## config.mk

```make
export PLATFORM = sky130hd
export DESIGN_NAME = hash_table_arbiter
export DESIGN_NICKNAME = d
export VERILOG_FILES = /design/src/rtl/hash_table_pkg.sv /design/src/rtl/hash_table_arbiter_rr_arbiter.sv /design/src/rtl/hash_table_arbiter.sv
export SDC_FILE = /design/constraint.sdc
export NUM_CORES = 1
export LEC_CHECK = 0
export CAP_MARGIN = 20
export CORE_MARGIN = 2
export CORE_UTILIZATION = 43
export CTS_CLUSTER_DIAMETER = 200
export CTS_CLUSTER_SIZE = 16
export DETAILED_ROUTE_END_ITERATION = 10
export GPL_TIMING_DRIVEN = 0
export PLACE_DENSITY = 0.91
export SETUP_SLACK_MARGIN = 0.05
export SLEW_MARGIN = 20
export SYNTH_ARGS = -nofsm -noshare
export SYNTH_HDL_FRONTEND = slang
export SYNTH_SLANG_ARGS = --single-unit
export TNS_END_PERCENT = 50
```

## constraint.sdc

```tcl
create_clock -name clk -period 9.3 [get_ports clk]
set_input_delay 0.93 -clock clk [delete_from_list [all_inputs] [get_ports clk]]
set_output_delay 0.93 -clock clk [all_outputs]
set_load 0.05 [all_outputs]
```

## src/rtl/hash_table_pkg.sv

```systemverilog
// Shared types and constants for the hash_table command/response channel and its arbiter.
package hash_table_pkg;

   localparam logic [1:0] OP_READ   = 2'b00;
   localparam logic [1:0] OP_WRITE  = 2'b01;
   localparam logic [1:0] OP_DELETE = 2'b10;

   localparam int RSP_W = 32;
   localparam int RSP_NO_DELETION_TARGET_BIT = 28;
   localparam int RSP_NO_WRITE_SPACE_BIT     = 29;
   localparam int RSP_NO_ELEMENT_FOUND_BIT   = 30;
   localparam int RSP_KEY_ALREADY_PRESENT_BIT = 31;

   typedef enum logic {
      IDLE = 1'b0,
      HOLD = 1'b1
   } arb_state_t;

   // A single requester still needs a one-bit ID so that port widths stay legal.
   function automatic int id_width(input int n);
      return (n > 1) ? $clog2(n) : 1;
   endfunction

endpackage

```

## src/rtl/hash_table_arbiter_rr_arbiter.sv

```systemverilog
// Round-robin picker: first asserted request at or above ptr_i, wrapping at NUM_REQ.
module rr_arbiter #(
   parameter int NUM_REQ = 4,
   parameter int ID_W    = 2
) (
   input  logic [ID_W-1:0]    ptr_i,
   input  logic [NUM_REQ-1:0] req_i,
   output logic [NUM_REQ-1:0] gnt_o,
   output logic [ID_W-1:0]    idx_o,
   output logic               any_o
);

   localparam int SUM_W = ID_W + 1;

   logic [NUM_REQ-1:0] rot_s;
   logic [ID_W-1:0]    off_s;
   logic [SUM_W-1:0]   sum_s;
   logic               found_s;

   // Rotate so bit 0 is the pointer position, then find the first set bit.
   always_comb begin
      rot_s   = NUM_REQ'({req_i, req_i} >> ptr_i);
      off_s   = '0;
      found_s = 1'b0;
      for (int k = 0; k < NUM_REQ; k++) begin
         if (rot_s[k] && !found_s) begin
            found_s = 1'b1;
            off_s   = ID_W'(k);
         end else begin
            found_s = found_s;
         end
      end
      sum_s = {1'b0, ptr_i} + {1'b0, off_s};
      if (sum_s >= SUM_W'(NUM_REQ)) begin
         sum_s = sum_s - SUM_W'(NUM_REQ);
      end else begin
         sum_s = sum_s;
      end
      idx_o = sum_s[ID_W-1:0];
      any_o = found_s;
      gnt_o = found_s ? (NUM_REQ'(1) << idx_o) : '0;
   end

endmodule

```

## src/rtl/hash_table_arbiter.sv

```systemverilog
// Shares one hash_table command/response port among NUM_REQ requesters with in-order response routing.
// Optional grant / FIFO-full statistics are built when HT_ARB_STATS_EN is defined.
module hash_table_arbiter
   import hash_table_pkg::*;
#(
   parameter int KEY_WIDTH       = 15,
   parameter int DATA_WIDTH      = 15,
   parameter int NUM_REQ         = 4,
   parameter int MAX_OUTSTANDING = 8,
   localparam int CMD_W = 2 + DATA_WIDTH + KEY_WIDTH,
   localparam int ID_W  = id_width(NUM_REQ)
) (
   input  logic                     clk,
   input  logic                     reset,
   input  logic [NUM_REQ-1:0]       req_valid_i,
   output logic [NUM_REQ-1:0]       req_ready_o,
   input  logic [NUM_REQ*CMD_W-1:0] req_data_i,
   output logic [NUM_REQ-1:0]       rsp_valid_o,
   input  logic [NUM_REQ-1:0]       rsp_ready_i,
   output logic [RSP_W-1:0]         rsp_data_o,
   output logic                     tbl_valid_o,
   input  logic                     tbl_ready_i,
   output logic [CMD_W-1:0]         tbl_data_o,
   input  logic                     tbl_valid_i,
   output logic                     tbl_ready_o,
   input  logic [RSP_W-1:0]         tbl_data_i
`ifdef HT_ARB_STATS_EN
   ,
   output logic [NUM_REQ*16-1:0]    stat_grant_o,
   output logic [15:0]              stat_fifo_full_o
`endif
);

   localparam int PTR_W = $clog2(MAX_OUTSTANDING);
   localparam int CNT_W = PTR_W + 1;

   arb_state_t       state_q, state_d;
   logic [ID_W-1:0]  rr_ptr_q, rr_ptr_d;
   logic [CMD_W-1:0] tbl_data_q, tbl_data_d;
   logic [ID_W-1:0]  tag_q [MAX_OUTSTANDING];
   logic [ID_W-1:0]  tag_d [MAX_OUTSTANDING];
   logic [PTR_W-1:0] rd_ptr_q, rd_ptr_d, wr_ptr_q, wr_ptr_d;
   logic [CNT_W-1:0] count_q, count_d;

   logic [NUM_REQ-1:0] arb_gnt_s;
   logic [ID_W-1:0]    arb_idx_s;
   logic               arb_any_s;
   logic               fifo_full_s, fifo_empty_s, grant_s, pop_s;
   logic [ID_W-1:0]    head_s;

   rr_arbiter #(.NUM_REQ(NUM_REQ), .ID_W(ID_W)) u_rr_arbiter (
      .ptr_i(rr_ptr_q),
      .req_i(req_valid_i),
      .gnt_o(arb_gnt_s),
      .idx_o(arb_idx_s),
      .any_o(arb_any_s)
   );

   // Grant and response routing; a pop this cycle never frees a slot for this cycle's grant.
   always_comb begin
      fifo_full_s  = (count_q == CNT_W'(MAX_OUTSTANDING));
      fifo_empty_s = (count_q == '0);
      head_s       = tag_q[rd_ptr_q];
      grant_s      = ((state_q == IDLE) || tbl_ready_i) && !fifo_full_s && arb_any_s;
      req_ready_o  = (grant_s && reset) ? arb_gnt_s : '0;
      rsp_data_o   = tbl_data_i;
      rsp_valid_o  = (tbl_valid_i && !fifo_empty_s) ? (NUM_REQ'(1) << head_s) : '0;
      tbl_ready_o  = !fifo_empty_s && rsp_ready_i[head_s];
      pop_s        = tbl_valid_i && tbl_ready_o;
      tbl_valid_o  = (state_q == HOLD);
      tbl_data_o   = tbl_data_q;
   end

   // Command FSM, round-robin pointer and tag FIFO next state.
   always_comb begin
      state_d    = state_q;
      rr_ptr_d   = rr_ptr_q;
      tbl_data_d = tbl_data_q;
      tag_d      = tag_q;
      wr_ptr_d   = wr_ptr_q;
      rd_ptr_d   = rd_ptr_q;
      if (grant_s) begin
         state_d         = HOLD;
         rr_ptr_d        = (arb_idx_s == ID_W'(NUM_REQ - 1)) ? '0 : arb_idx_s + 1'b1;
         tbl_data_d      = req_data_i[arb_idx_s*CMD_W +: CMD_W];
         tag_d[wr_ptr_q] = arb_idx_s;
         wr_ptr_d        = wr_ptr_q + 1'b1;
      end else if ((state_q == HOLD) && tbl_ready_i) begin
         state_d = IDLE;
      end else begin
         state_d = state_q;
      end
      if (pop_s) begin
         rd_ptr_d = rd_ptr_q + 1'b1;
      end else begin
         rd_ptr_d = rd_ptr_q;
      end
      count_d = count_q + CNT_W'(grant_s) - CNT_W'(pop_s);
   end

   // State registers; reset discards any in-flight command and all outstanding tags.
   always_ff @(posedge clk or negedge reset) begin
      if (!reset) begin
         state_q    <= IDLE;
         rr_ptr_q   <= '0;
         tbl_data_q <= '0;
         wr_ptr_q   <= '0;
         rd_ptr_q   <= '0;
         count_q    <= '0;
         for (int i = 0; i < MAX_OUTSTANDING; i++) begin
            tag_q[i] <= '0;
         end
      end else begin
         state_q    <= state_d;
         rr_ptr_q   <= rr_ptr_d;
         tbl_data_q <= tbl_data_d;
         wr_ptr_q   <= wr_ptr_d;
         rd_ptr_q   <= rd_ptr_d;
         count_q    <= count_d;
         tag_q      <= tag_d;
      end
   end

`ifdef HT_ARB_STATS_EN
   logic [15:0] stat_grant_q [NUM_REQ];
   logic [15:0] stat_grant_d [NUM_REQ];
   logic [15:0] stat_full_q, stat_full_d;

   // Saturating counters: grants per requester and cycles blocked by a full tag FIFO.
   always_comb begin
      stat_grant_d = stat_grant_q;
      stat_full_d  = stat_full_q;
      if (grant_s && (stat_grant_q[arb_idx_s] != 16'hFFFF)) begin
         stat_grant_d[arb_idx_s] = stat_grant_q[arb_idx_s] + 16'd1;
      end else begin
         stat_grant_d = stat_grant_q;
      end
      if (fifo_full_s && (|req_valid_i) && (stat_full_q != 16'hFFFF)) begin
         stat_full_d = stat_full_q + 16'd1;
      end else begin
         stat_full_d = stat_full_q;
      end
      stat_grant_o = '0;
      for (int i = 0; i < NUM_REQ; i++) begin
         stat_grant_o[i*16 +: 16] = stat_grant_q[i];
      end
      stat_fifo_full_o = stat_full_q;
   end

   // Statistics registers.
   always_ff @(posedge clk or negedge reset) begin
      if (!reset) begin
         stat_full_q <= 16'd0;
         for (int i = 0; i < NUM_REQ; i++) begin
            stat_grant_q[i] <= 16'd0;
         end
      end else begin
         stat_full_q  <= stat_full_d;
         stat_grant_q <= stat_grant_d;
      end
   end
`endif

endmodule
```

# After elaboration in Yosys (flattened, before gate mapping)
# Cells that the tools add are included.
[totals] ff_bits=61 latchBits=0 ram_bits=0 romBits=0 input_bits=172 out_inout_bits=74 wordCells=76 mem_count=0
[op_classes] addsub=7 mul=0 n_div=0 n_lt_le_gt_ge=5 eq_ne=2 shifts=4 muxes=22 bitwise_logic=3 n_reduce_logical=19
[ops] cell="$shiftx A128 B8 Y32" count=1
[ops] cell="$bwmux W16" count=1
[ops] cell="$mux W2" count=7
[ops] cell="$mux W4" count=3
[ops] cell="$logic_and A1 B1 Y1" count=11
[ops] cell="$ge A4 B4 Y1 const B" count=2
[ops] cell="$mux W1" count=8
[ops] cell="$not A3 Y4" count=2
[ops] cell="$shl A1 B2 Y4 const A" count=2
[ops] cell="$shr A8 B2 Y4" count=1
[ops] cell="$add A3 B1 Y3 const B" count=2
[ops] cell="$bmux W2 S3" count=1
[ops] cell="$demux W2 S3" count=1
[ops] cell="$logic_not A1 Y1" count=5
[ops] cell="$add A4 B1 Y4" count=1
[ops] cell="$eq A4 B4 Y1 const B" count=1
[ops] cell="$logic_not A4 Y1" count=1
[ops] cell="$lt A4 B1 Y1 const B" count=1
[ops] cell="$sub A4 B1 Y4" count=1
[ops] cell="$add A2 B2 Y3" count=1
[ops] cell="$ge A3 B3 Y1 const B" count=1
[ops] cell="$lt A2 B3 Y1 const B" count=1
[ops] cell="$add A2 B1 Y2 const B" count=1
[ops] cell="$bmux W1 S2" count=1
[ops] cell="other kinds (5)" count=5

# Longest topological paths before layout
# Gate-level depths: netlist of the first run.
[logic_depth] word_depth=17 ltp_mapped=16 ltp_nobuf=13

# Hierarchy
# A second synthesis of the first run with hierarchy kept.
[hier_totals] hier_cells=374 hier_area_um2=4028.9
[modules_own_cells] mod="hash_table_arbiter" instances=1 cells_each=333 area_per_inst_um2=3741.1 seq_area_each_um2=1526.5
[modules_own_cells] mod="rr_arbiter" instances=1 cells_each=41 area_per_inst_um2=287.8 seq_area_each_um2=0.0

# Least setup slack after synthesis of the first run
# OpenSTA, ideal clock, no wires.
[synth_path] path_kind="input -> output" startpoint="in req_valid_i[3]" endpoint="out req_ready_o[0]" t_arrival_ns=3.504 required_ns=8.370 path_slack_ns=4.866 stages=15 path_buffers=3 cell_sequence="nor2b_1 -> a21oi_1 -> nor2_1 -> a211oi_1 -> a21oi_1 -> ha_1 -> xnor2_1 -> or4_1 -> clkbuf_1 -> and3_1 -> buf_2 -> buf_2 -> inv_2 -> ha_1 -> and3_1"
[synth_between] elab_chain_len=17 elab_cells_between_ends=23 cone_classes="add/sub (2); order compare (1); shift (2); mux (10); reduce/logical (8)"
[synth_lines] item="from (decl)" line="hash_table_arbiter.sv:15" source="input logic [NUM_REQ-1:0] req_valid_i,"
[synth_lines] item="$shr A8 B2 Y4 (*)" line="hash_table_arbiter_rr_arbiter.sv:22" source="rot_s = NUM_REQ'({req_i, req_i} >> ptr_i);"
[synth_lines] item="$mux W1" line="hash_table_arbiter_rr_arbiter.sv:26" source="if (rot_s[k] && !found_s) begin"
[synth_lines] item="$logic_not A1 Y1" line="hash_table_arbiter_rr_arbiter.sv:26"
[synth_lines] item="$logic_and A1 B1 Y1" line="hash_table_arbiter_rr_arbiter.sv:26"
[synth_lines] item="$mux W1" line="hash_table_arbiter_rr_arbiter.sv:26"
[synth_lines] item="$logic_not A1 Y1" line="hash_table_arbiter_rr_arbiter.sv:26"
[synth_lines] item="$logic_and A1 B1 Y1" line="hash_table_arbiter_rr_arbiter.sv:26"
[synth_lines] item="$mux W1" line="hash_table_arbiter_rr_arbiter.sv:26"
[synth_lines] item="(+2 left out)"
[synth_lines] item="$mux W2 (*)" line="hash_table_arbiter_rr_arbiter.sv:26"
[synth_lines] item="$add A2 B2 Y3 (*)" line="hash_table_arbiter_rr_arbiter.sv:33" source="sum_s = {1'b0, ptr_i} + {1'b0, off_s};"
[synth_lines] item="$ge A3 B3 Y1 or $sub A2 B1 Y2 (tied branches)" line="hash_table_arbiter_rr_arbiter.sv:34, hash_table_arbiter_rr_arbiter.sv:35"
[synth_lines] item="$mux W2 (*)" line="hash_table_arbiter_rr_arbiter.sv:34" source="if (sum_s >= SUM_W'(NUM_REQ)) begin"
[synth_lines] item="named net arb_idx_s[1]" line="hash_table_arbiter.sv:46" source="logic [ID_W-1:0] arb_idx_s;"
[synth_lines] item="$shl A1 B2 Y4 (*)" line="hash_table_arbiter_rr_arbiter.sv:41" source="gnt_o = found_s ? (NUM_REQ'(1) << idx_o) : '0;"
[synth_lines] item="$mux W4 (*)" line="hash_table_arbiter_rr_arbiter.sv:41"
[synth_lines] item="$mux W4 (*)" line="hash_table_arbiter.sv:65" source="req_ready_o = (grant_s && reset) ? arb_gnt_s : '0;"
[synth_lines] item="to (decl)" line="hash_table_arbiter.sv:16" source="output logic [NUM_REQ-1:0] req_ready_o,"
# The timed path passes the listed nets; every way through them passes the cells marked *.

# Worst setup path in the final report of the first run
[layout_path] startpoint="in req_valid_i[2]" endpoint="out req_ready_o[1]"
# Same word-level chain as after synthesis.

==> results_dict.tcl, run 1 <==
set metrics [dict create \
    status "completed" \
    relSlewSlack 0.433 \
    antenna_found_initial 0 \
    drc 0 \
    r2r_end "tbl_data_o[15]" \
    area_delta_synth_final_pct 56.0 \
    hold_viol 0 \
    h-tree-depth 3 \
    clock_skew_ns 0.00934 \
    timing.final.ws_setup_ns 3.38 \
    reg2reg_depth 13 \
    holdPathStages 2 \
    track_usage 0.251 \
    slew_violations 0 \
    worstMarginPinSlew_ns 0.851 \
    clkTransAtPathRegs_ns 0.07 \
    reg2reg_slack_ns 5.87 \
    syn-cell-area_um2 4550 \
    cp-end-kind "output pin" \
    finalCriticalPeriod_ns 5.92 \
    synth_cell_types 43 \
    cts_tree "yes" \
    fin_crit_sh 0.637 \
    nNetsFinal 859 \
    ys_seq_area_frac 0.336 \
    final_layout_size_suffix_gt1_frac 0.165 \
    ys_warn_count 0 \
    synth.net_count 634 \
    synthesis.instances 448 \
    critPathKind "in -> out" \
    rsz0062_at_grt "no" \
    worst_hold_path.endpoint "tbl_data_o[22]" \
    port_buffers 213 \
    routed_wirelength_um 14100 \
    io_pins 246 \
    crit_path_start_kind "input port" \
    setup-tns-final_ns 0 \
    cts_root_buf "clkbuf_8" \
    cp_max_fo 11 \
    die_h_um 107 \
    min_from "tbl_data_o[22]" \
    synth_seq_cells 61 \
    rows 37 \
    holdBufCountCts 0 \
    cts-resized-gates 0 \
    postRouteAntennaNets 0 \
    first_pass_iters 5 \
    worst_ep_arrival_time_ns 4.99 \
    die_w_um 107 \
    finalSetupViolations 0 \
    vias_per_cell 5.35 \
    final_area_um2 7090 \
    coreArea_um2 10300 \
    gp_congestion 0.865 \
    hpwl_um 11400 \
    wl_per_cell_um 17.3 \
    final_cell_mix "clkdlybuf4s50_1, mux2i_1, dfrtp_1" \
    ir_drop_mv 0.233 \
    final_common_cell "clkdlybuf4s50_1" \
    num_vias 4353 \
    insertion_delay_ns 0.34 \
    holdCritPathClass "reg -> reg" \
    fillers 790 \
    max_freq_mhz 169 \
    crit_chain "clkdlybuf4s50_1 -> nand2_1 -> a21oi_1 -> nor2_1 -> a211oi_1 -> a21oi_1 -> ha_1 -> xnor2_1 -> or4_1 -> clkbuf_1 -> and3_1 -> buf_2 -> buf_2 -> inv_2 -> ha_1 -> and3_1 -> clkdlybuf4s50_1" \
    grt_pass1_wl_um 22600 \
    initial_core_util 0.442 \
    grt_max_degree 42 \
    leakage_nw 3.03 \
    cp.buffers_inverters 6 \
    cap_violations 0 \
    crit_required_ns 8.37 \
    cts_buffer_depth 2 \
    syn-mean-instance-area_um2 10.1 \
    cts_buffers 9 \
    first_global_vias 4508 \
    r2r_start "rr_ptr_q[1]" \
    dieArea_um2 11400 \
    place_ws_ns 3.43 \
    critPathTopFamily "buffers and inverters" \
    drtIter0Drc 208 \
    cts_setup_buffers 0 \
    place_area_um2 6870 \
    grt-ovfl-total 0 \
    cts_sinks 61 \
    slowest_delay_ns 0.81 \
    crit_path_top_delay_cell "clkdlybuf4s50_1" \
    antenna_cells 0 \
    p_per_area_nw_per_um2 382 \
]
-- state kept, by name, indices dropped and copies added, names as in the netlist --
register     flops
tbl_data_o      32
wr_ptr_q         3
rr_ptr_q         2
count_q          4
tag_q           16
tbl_valid_o      1
rd_ptr_q         3
-- power breakdown --
part / internal [mW] / switching [mW]
sequential: 0.408 / 0.0889
combinational: 0.802 / 1.14
clock: 0.165 / 0.105
-- worst max-delay path by stage --
stage / from / end / slack, ns / cells after the start
final: req_valid_i[2] / req_ready_o[1] / 3.38 / 17
after global routing: req_valid_i[2] / req_ready_o[1] / 3.11 / 17
after CTS: req_valid_i[2] / req_ready_o[1] / 3.40 / 17
after detailed placement: req_valid_i[2] / req_ready_o[1] / 3.43 / 17
after global placement: req_valid_i[2] / req_ready_o[1] / 3.51 / 17
after floorplan: req_valid_i[3] / req_ready_o[0] / 4.87 / 15
-- tightest hold or removal path, stage by stage, from the launching register on --
cell      delay (ns)
dfrtp_1         0.34
nand2_1         0.06
o311ai_2        0.06
-- stage by stage --
step	cells	total power [mW]	util	hold slack, ns
2_1_floorplan	448	1.90	-	0.446
3_3_place_gp	797	2.37	0.666	0.469
3_5_place_dp	798	2.44	0.668	0.482
4_1_cts	814	2.72	0.690	0.497
5_1_grt	814	2.88	0.690	0.505
6_report	814	2.71	0.690	0.495
-- cells in the mapped netlist --
master	n	area share
mux2i_1	64	0.14
dfrtp_1	61	0.34
nand2_1	48	0.040
nor2_1	40	0.033
buf_4	32	0.053
nand4_1	32	0.044
o311ai_2	30	0.11
clkbuf_1	24	0.020
mux2_2	17	0.042
ha_1	13	0.036
inv_1	11	0.0091
and3_1	6	0.0083
xnor2_1	6	0.012
a21oi_1	5	0.0055
buf_1	5	0.0041
buf_6	4	0.0099
nor3b_1	4	0.0066
buf_2	3	0.0033
mux2_1	3	0.0074
nor2b_1	3	0.0041
nor3_1	3	0.0033
a211oi_1	2	0.0033
and3b_1	2	0.0039
inv_2	2	0.0017
mux2_4	2	0.0066
mux4_1	2	0.012
mux4_2	2	0.0099
nand2b_1	2	0.0028
nand3_1	2	0.0022
nand3b_1	2	0.0033
o211ai_1	2	0.0033
o21ai_0	2	0.0022
o311ai_1	2	0.0039
a211oi_2	1	0.0028
a21boi_0	1	0.0017
a21boi_2	1	0.0025
a21o_1	1	0.0017
fa_1	1	0.0044
nand2_2	1	0.0014
nor4_1	1	0.0014
o31ai_1	1	0.0017
or4_1	1	0.0017
xor2_1	1	0.0019
-- cells by family after synthesis --
kind of cell             share of synthesized area
AO/OA/AOI/OAI                                0.136
XOR/XNOR                                    0.0135
adder cells (fa/ha/maj)                     0.0402
buffers and inverters                        0.101
flip-flops                                   0.336
multiplexers                                 0.219
AND/OR/NAND/NOR                              0.156
-- metal layers --
| layer | track usage | wire (µm) |
|---|---|---|
| met5 | 0 | 0 |
| met4 | 0.0714 | 291 |
| met3 | 0.0468 | 780 |
| met2 | 0.473 | 7780 |
| met1 | 0.288 | 5240 |
-- final cells by class --
class | count | area, µm² | share of cell area
buffer | 68 | 409 | 0.0577
multi-input combinational | 306 | 2560 | 0.361
timing repair buffer | 214 | 2150 | 0.303
clock buffer | 12 | 155 | 0.0219
clock inverter | 4 | 70.1 | 0.00988
tap | 136 | 170 | 0.0240
inverter | 13 | 48.8 | 0.00688
sequential | 61 | 1530 | 0.215
Power figures use the tool's default switching activity.
==> inputs of run 2 (changes only) <==
--- a/config.mk
+++ b/config.mk
@@ -7,12 +7,12 @@
 export LEC_CHECK = 0
 export CAP_MARGIN = 20
 export CORE_MARGIN = 2
-export CORE_UTILIZATION = 43
+export CORE_UTILIZATION = 36
 export CTS_CLUSTER_DIAMETER = 200
 export CTS_CLUSTER_SIZE = 16
 export DETAILED_ROUTE_END_ITERATION = 10
 export GPL_TIMING_DRIVEN = 0
-export PLACE_DENSITY = 0.91
+export PLACE_DENSITY = 0.82
 export SETUP_SLACK_MARGIN = 0.05
 export SLEW_MARGIN = 20
 export SYNTH_ARGS = -nofsm -noshare
==> constraint.sdc (replaced) <==
create_clock -name clk -period 5.35 [get_ports clk]
set_input_delay 0.535 -clock clk [delete_from_list [all_inputs] [get_ports clk]]
set_output_delay 0.535 -clock clk [all_outputs]
set_load 0.05 [all_outputs]
==> results_dict.tcl, run 2 (synthesis gave the netlist of run 1 again) <==
set metrics [dict create \
    final_util 0.577 \
    multi_input_area_um2 2560 \
    cp.buffers_inverters 6 \
    holdBufCountCts 0 \
    crit_required_ns 4.82 \
    crit_path_end "req_ready_o[1]" \
    largest_reg_flops 32 \
    finalSetupViolations 0 \
    cts_tree "yes" \
    final_common_cell "clkdlybuf4s50_1" \
    worstMarginPinSlew_ns 0.796 \
    area_delta_synth_final_pct 58.4 \
    wl_met1_um 5360 \
    max_freq_mhz 211 \
    wl_per_cell_um 16.2 \
    first_pass_iters 6 \
    crit_path_start_kind "input port" \
    cts_sinks 61 \
    setup-tns-final_ns 0 \
    r2r_end "count_q[2]" \
    num_vias 4269 \
    worst_ep_arrival_time_ns 4.21 \
    dieArea_um2 13500 \
    track_usage 0.206 \
    die_h_um 116 \
    antenna_cells 0 \
    cp-end-kind "output pin" \
    ff_latch_area_um2 1530 \
    critPathKind "in -> out" \
    r2r_start "count_q[2]" \
    insertion_delay_ns 0.32 \
    cp.depth 17 \
    slew_violations 0 \
    h-tree-depth 3 \
    relSlewSlack 0.469 \
    postRouteAntennaNets 0 \
    clkTransAtPathRegs_ns 0.06 \
    critPathTopFamily "buffers and inverters" \
    cts_setup_buffers 0 \
    cts_root_buf "clkbuf_16" \
    finalCriticalPeriod_ns 4.75 \
    final_layout_size_suffix_gt1_frac 0.167 \
    grt_max_degree 46 \
    cts-resized-gates 0 \
    fin_crit_sh 0.888 \
    port_buffers 213 \
    die_w_um 116 \
    initial_core_util 0.365 \
    routed_wirelength_um 13800 \
    final_cell_mix "clkdlybuf4s50_1, mux2i_1, dfrtp_1" \
    worstSetupStartpoint "req_valid_i[2]" \
    clock_skew_ns 0.00807 \
    rows 41 \
    p_per_area_nw_per_um2 660 \
    holdCritPathClass "in -> async" \
    top_layer "met4" \
    crit_path_top_delay_cell "clkdlybuf4s50_1" \
    cts_buffer_depth 2 \
    gp_congestion 0.836 \
    nNetsFinal 859 \
    cp_max_fo 11 \
    status "completed" \
    reg2reg_depth 12 \
    dr_wl_met3_um 711 \
    hold_viol 0 \
    cts_buffers 9 \
    cap_violations 0 \
    first_global_vias 4366 \
    vias_per_cell 5.02 \
    fillers 1083 \
    hpwl_um 11100 \
    drtIter0Drc 113 \
    grt_pass1_wl_um 21600 \
    coreArea_um2 12500 \
    crit_chain "clkdlybuf4s50_1 -> nor2b_1 -> a21oi_1 -> nor2_1 -> a211oi_1 -> a21oi_1 -> ha_1 -> xnor2_1 -> or4_1 -> clkbuf_1 -> and3_1 -> buf_2 -> buf_2 -> inv_2 -> ha_1 -> and3_1 -> dlymetal6s2s_1" \
    wl_met2_um 7510 \
    ir_drop_mv 0.291 \
    drc 0 \
    reg2reg_slack_ns 1.97 \
    leakage_nw 3.12 \
    rsz0062_at_grt "no" \
    slowest_delay_ns 0.66 \
    grt-ovfl-total 0 \
    antenna_found_initial 0 \
    io_pins 246 \
]
[run 2: changes by cell type in the layout (fill, tap and decap cells not counted), moves of 2 or more]
cell / before / now
clkinv_4: 0 / 4
bufinv_16: 2 / 0
clkdlybuf4s50_1: 212 / 208
clkbuf_16: 0 / 9
clkbuf_8: 11 / 0
dlymetal6s2s_1: 0 / 4
[run 2: area by class of cell]
cell class / instances / share of cell area
well taps: 172 / 0.0299
clock buffers: 9 / 0.0313
clock inverters: 7 / 0.00730
inverters: 13 / 0.00678
flip-flops and latches: 61 / 0.212
repair buffers: 214 / 0.300
multi-input cells: 306 / 0.356
plain buffers: 68 / 0.0568
[run 2: how the worst min path moves through the flow]
stage                         start              to
after global routing          reset   tbl_data_o[8]
after CTS                     reset   tbl_data_o[8]
after global placement    tag_q[12]       tag_q[12]
after floorplan               reset      count_q[0]
final                         reset   tbl_data_o[8]
after detailed placement      reset  tbl_data_o[11]
[run 2: per-stage QoR]
stage	hold slack, ns	setup slack [ns]	instance area (µm²)	std cells	power [mW]
3_3_place_gp	0.460	0.303	6890	833	4.14
2_1_floorplan	0.239	1.71	4550	448	3.31
5_1_grt	0.118	0.341	7200	850	5.08
4_1_cts	0.105	0.226	7190	850	4.79
3_5_place_dp	0.448	0.254	6910	834	4.25
6_report	0.101	0.600	7200	850	4.75
[run 2: layer usage]
layer | vias up | track usage
li1 | 2040 | -
met1 | 2041 | 0.239
met2 | 169 | 0.391
met3 | 19 | 0.0311
met4 | 0 | 0.0563
met5 | - | 0
[run 2: where the power goes]
group | switching, mW | internal (mW) | total [mW]
clock | 0.217 | 0.314 | 0.531
sequential | 0.150 | 0.710 | 0.860
combinational | 1.97 | 1.39 | 3.36
==> inputs of run 3 (changes only) <==
--- a/config.mk
+++ b/config.mk
@@ -12,6 +12,7 @@
 export CTS_CLUSTER_SIZE = 16
 export DETAILED_ROUTE_END_ITERATION = 10
 export GPL_TIMING_DRIVEN = 0
+export HOLD_SLACK_MARGIN = 0.12
 export PLACE_DENSITY = 0.82
 export SETUP_SLACK_MARGIN = 0.05
 export SLEW_MARGIN = 20
==> results_dict.tcl, run 3 (synthesis gave the netlist of run 1 again) <==
set metrics [dict create \
    power_mw 4.75 \
    rows 41 \
    fillers 1085 \
    power.switching_mw 2.33 \
    final_layout_size_suffix_gt1_frac 0.166 \
    holdCritPathClass "reg -> reg" \
    slew_violations 0 \
    coreArea_um2 12500 \
    die_w_um 116 \
    largest_reg_flops 32 \
    finalCriticalPeriod_ns 4.74 \
    nNetsFinal 860 \
    io_pins 246 \
    drc 0 \
    initial_core_util 0.365 \
    leakage_nw 3.13 \
    comb_power_share 0.707 \
    die_h_um 116 \
    track_usage 0.206 \
    postRouteAntennaNets 0 \
    num_vias 4269 \
    met3_usage 0.0311 \
    ff_latch_area_um2 1530 \
    h-tree-depth 3 \
    max_freq_mhz 211 \
    clock_skew_ns 0.00776 \
    worstMarginPinSlew_ns 0.789 \
    multi_input_area_um2 2560 \
    finalSetupViolations 0 \
    first_pass_iters 4 \
    swShare 0.491 \
    worst_ep_arrival_time_ns 4.21 \
    ir_drop_mv 0.290 \
    cp-end-kind "output pin" \
    met2_usage 0.391 \
    cap_violations 0 \
    internal-power_mw 2.42 \
    hold_viol 0 \
    crit_required_ns 4.82 \
    grt_pass1_wl_um 21600 \
    p_per_area_nw_per_um2 659 \
    port_buffers 213 \
    area_delta_synth_final_pct 58.6 \
    final_util 0.578 \
    cts_setup_buffers 0 \
    final_cell_mix "clkdlybuf4s50_1, mux2i_1, dfrtp_1" \
    grt_max_degree 46 \
    dieArea_um2 13500 \
    cts_buffers 9 \
    final_common_cell "clkdlybuf4s50_1" \
    setup-tns-final_ns 0 \
    rsz0062_at_grt "no" \
    antenna_found_initial 0 \
    vias_per_cell 5.02 \
    grt-ovfl-total 0 \
    relSlewSlack 0.474 \
    cts_tree "yes" \
    clkPwrFrac 0.111 \
    wl_per_cell_um 16.2 \
    crit_path_start_kind "input port" \
    insertion_delay_ns 0.32 \
    grt_use_met1 0.239 \
    clkTransAtPathRegs_ns 0.05 \
    hpwl_um 11100 \
    drtIter0Drc 115 \
    status "completed" \
    cts_root_buf "clkbuf_16" \
    routed_wirelength_um 13800 \
    cp_max_fo 11 \
    busiest_layer "met2" \
    gp_congestion 0.836 \
    seqPwrFrac 0.181 \
    fin_crit_sh 0.887 \
    hold_ws_ns 0.489 \
    first_global_vias 4366 \
    cts_sinks 61 \
    antenna_cells 0 \
    critPathKind "in -> out" \
    cts_buffer_depth 2 \
]
-- run 3: changes by cell type in the layout (fill, tap and decap cells not counted), sizes merged --
cell,before,now
dlygate4sd3,0,1
-- run 3: final timing paths --
path | start | to | slack, ns | depth (start not counted)
max in group asynchronous | reset | tbl_data_o[27] | 4.15 | 3
setup / recovery | req_valid_i[2] | req_ready_o[1] | 0.61 | 17
min in group asynchronous | reset | tbl_data_o[8] | 0.67 | 2
hold / removal | tbl_data_o[20] | tbl_data_o[20] | 0.49 | 2
hold reg to reg | tbl_data_o[20] | tbl_data_o[20] | 0.49 | 2
setup reg to reg | count_q[2] | count_q[2] | 1.99 | 12
-- run 3: final cells by class --
| cell class | instances | area share |
|---|---|---|
| multi-input combinational | 306 | 0.355 |
| buffer | 68 | 0.0568 |
| clock buffer | 9 | 0.0312 |
| sequential | 61 | 0.212 |
| clock inverter | 7 | 0.00729 |
| tap | 172 | 0.0299 |
| timing repair buffer | 215 | 0.301 |
| inverter | 13 | 0.00677 |
-- run 3: timing repair --
item	4_1_cts	5_1_grt
gates resized for setup	0	4
hold buffers	1	0
setup endpoints to repair	0	4
endpoints found under the hold margin	20	0
-- run 3: critical path: stages --
cell and delay, ns:
clkdlybuf4s50_1 0.65, nor2b_1 0.12, a21oi_1 0.14, nor2_1 0.07
a211oi_1 0.22, a21oi_1 0.07, ha_1 0.21, xnor2_1 0.16
or4_1 0.51, clkbuf_1 0.20, and3_1 0.18, buf_2 0.17
buf_2 0.21, inv_2 0.08, ha_1 0.12, and3_1 0.13
dlymetal6s2s_1 0.43
-- run 3: power by group through the flow --
stage	Clock, mW	Combinational, mW	Sequential (mW)
4_1_cts	0.539	3.40	0.860
5_1_grt	0.562	3.62	0.893
3_3_place_gp	0	3.29	0.850
6_report	0.529	3.36	0.860
2_1_floorplan	0	2.04	1.26
3_5_place_dp	0	3.38	0.867
-- run 3: metal layers --
layer / share of wire / vias up
met1: 0.39 / 2036
met2: 0.54 / 164
met4: 0.016 / 0
li1: - / 2050
met5: 0 / -
met3: 0.049 / 19
-- run 3: through the flow --
step / instances / cell area, µm² / setup WS, ns
after detailed placement: 834 / 6910 / 0.254
after global routing: 851 / 7210 / 0.341
final: 851 / 7210 / 0.606
after global placement: 833 / 6890 / 0.303
after CTS: 851 / 7200 / 0.226
after floorplan: 448 / 4550 / 1.71
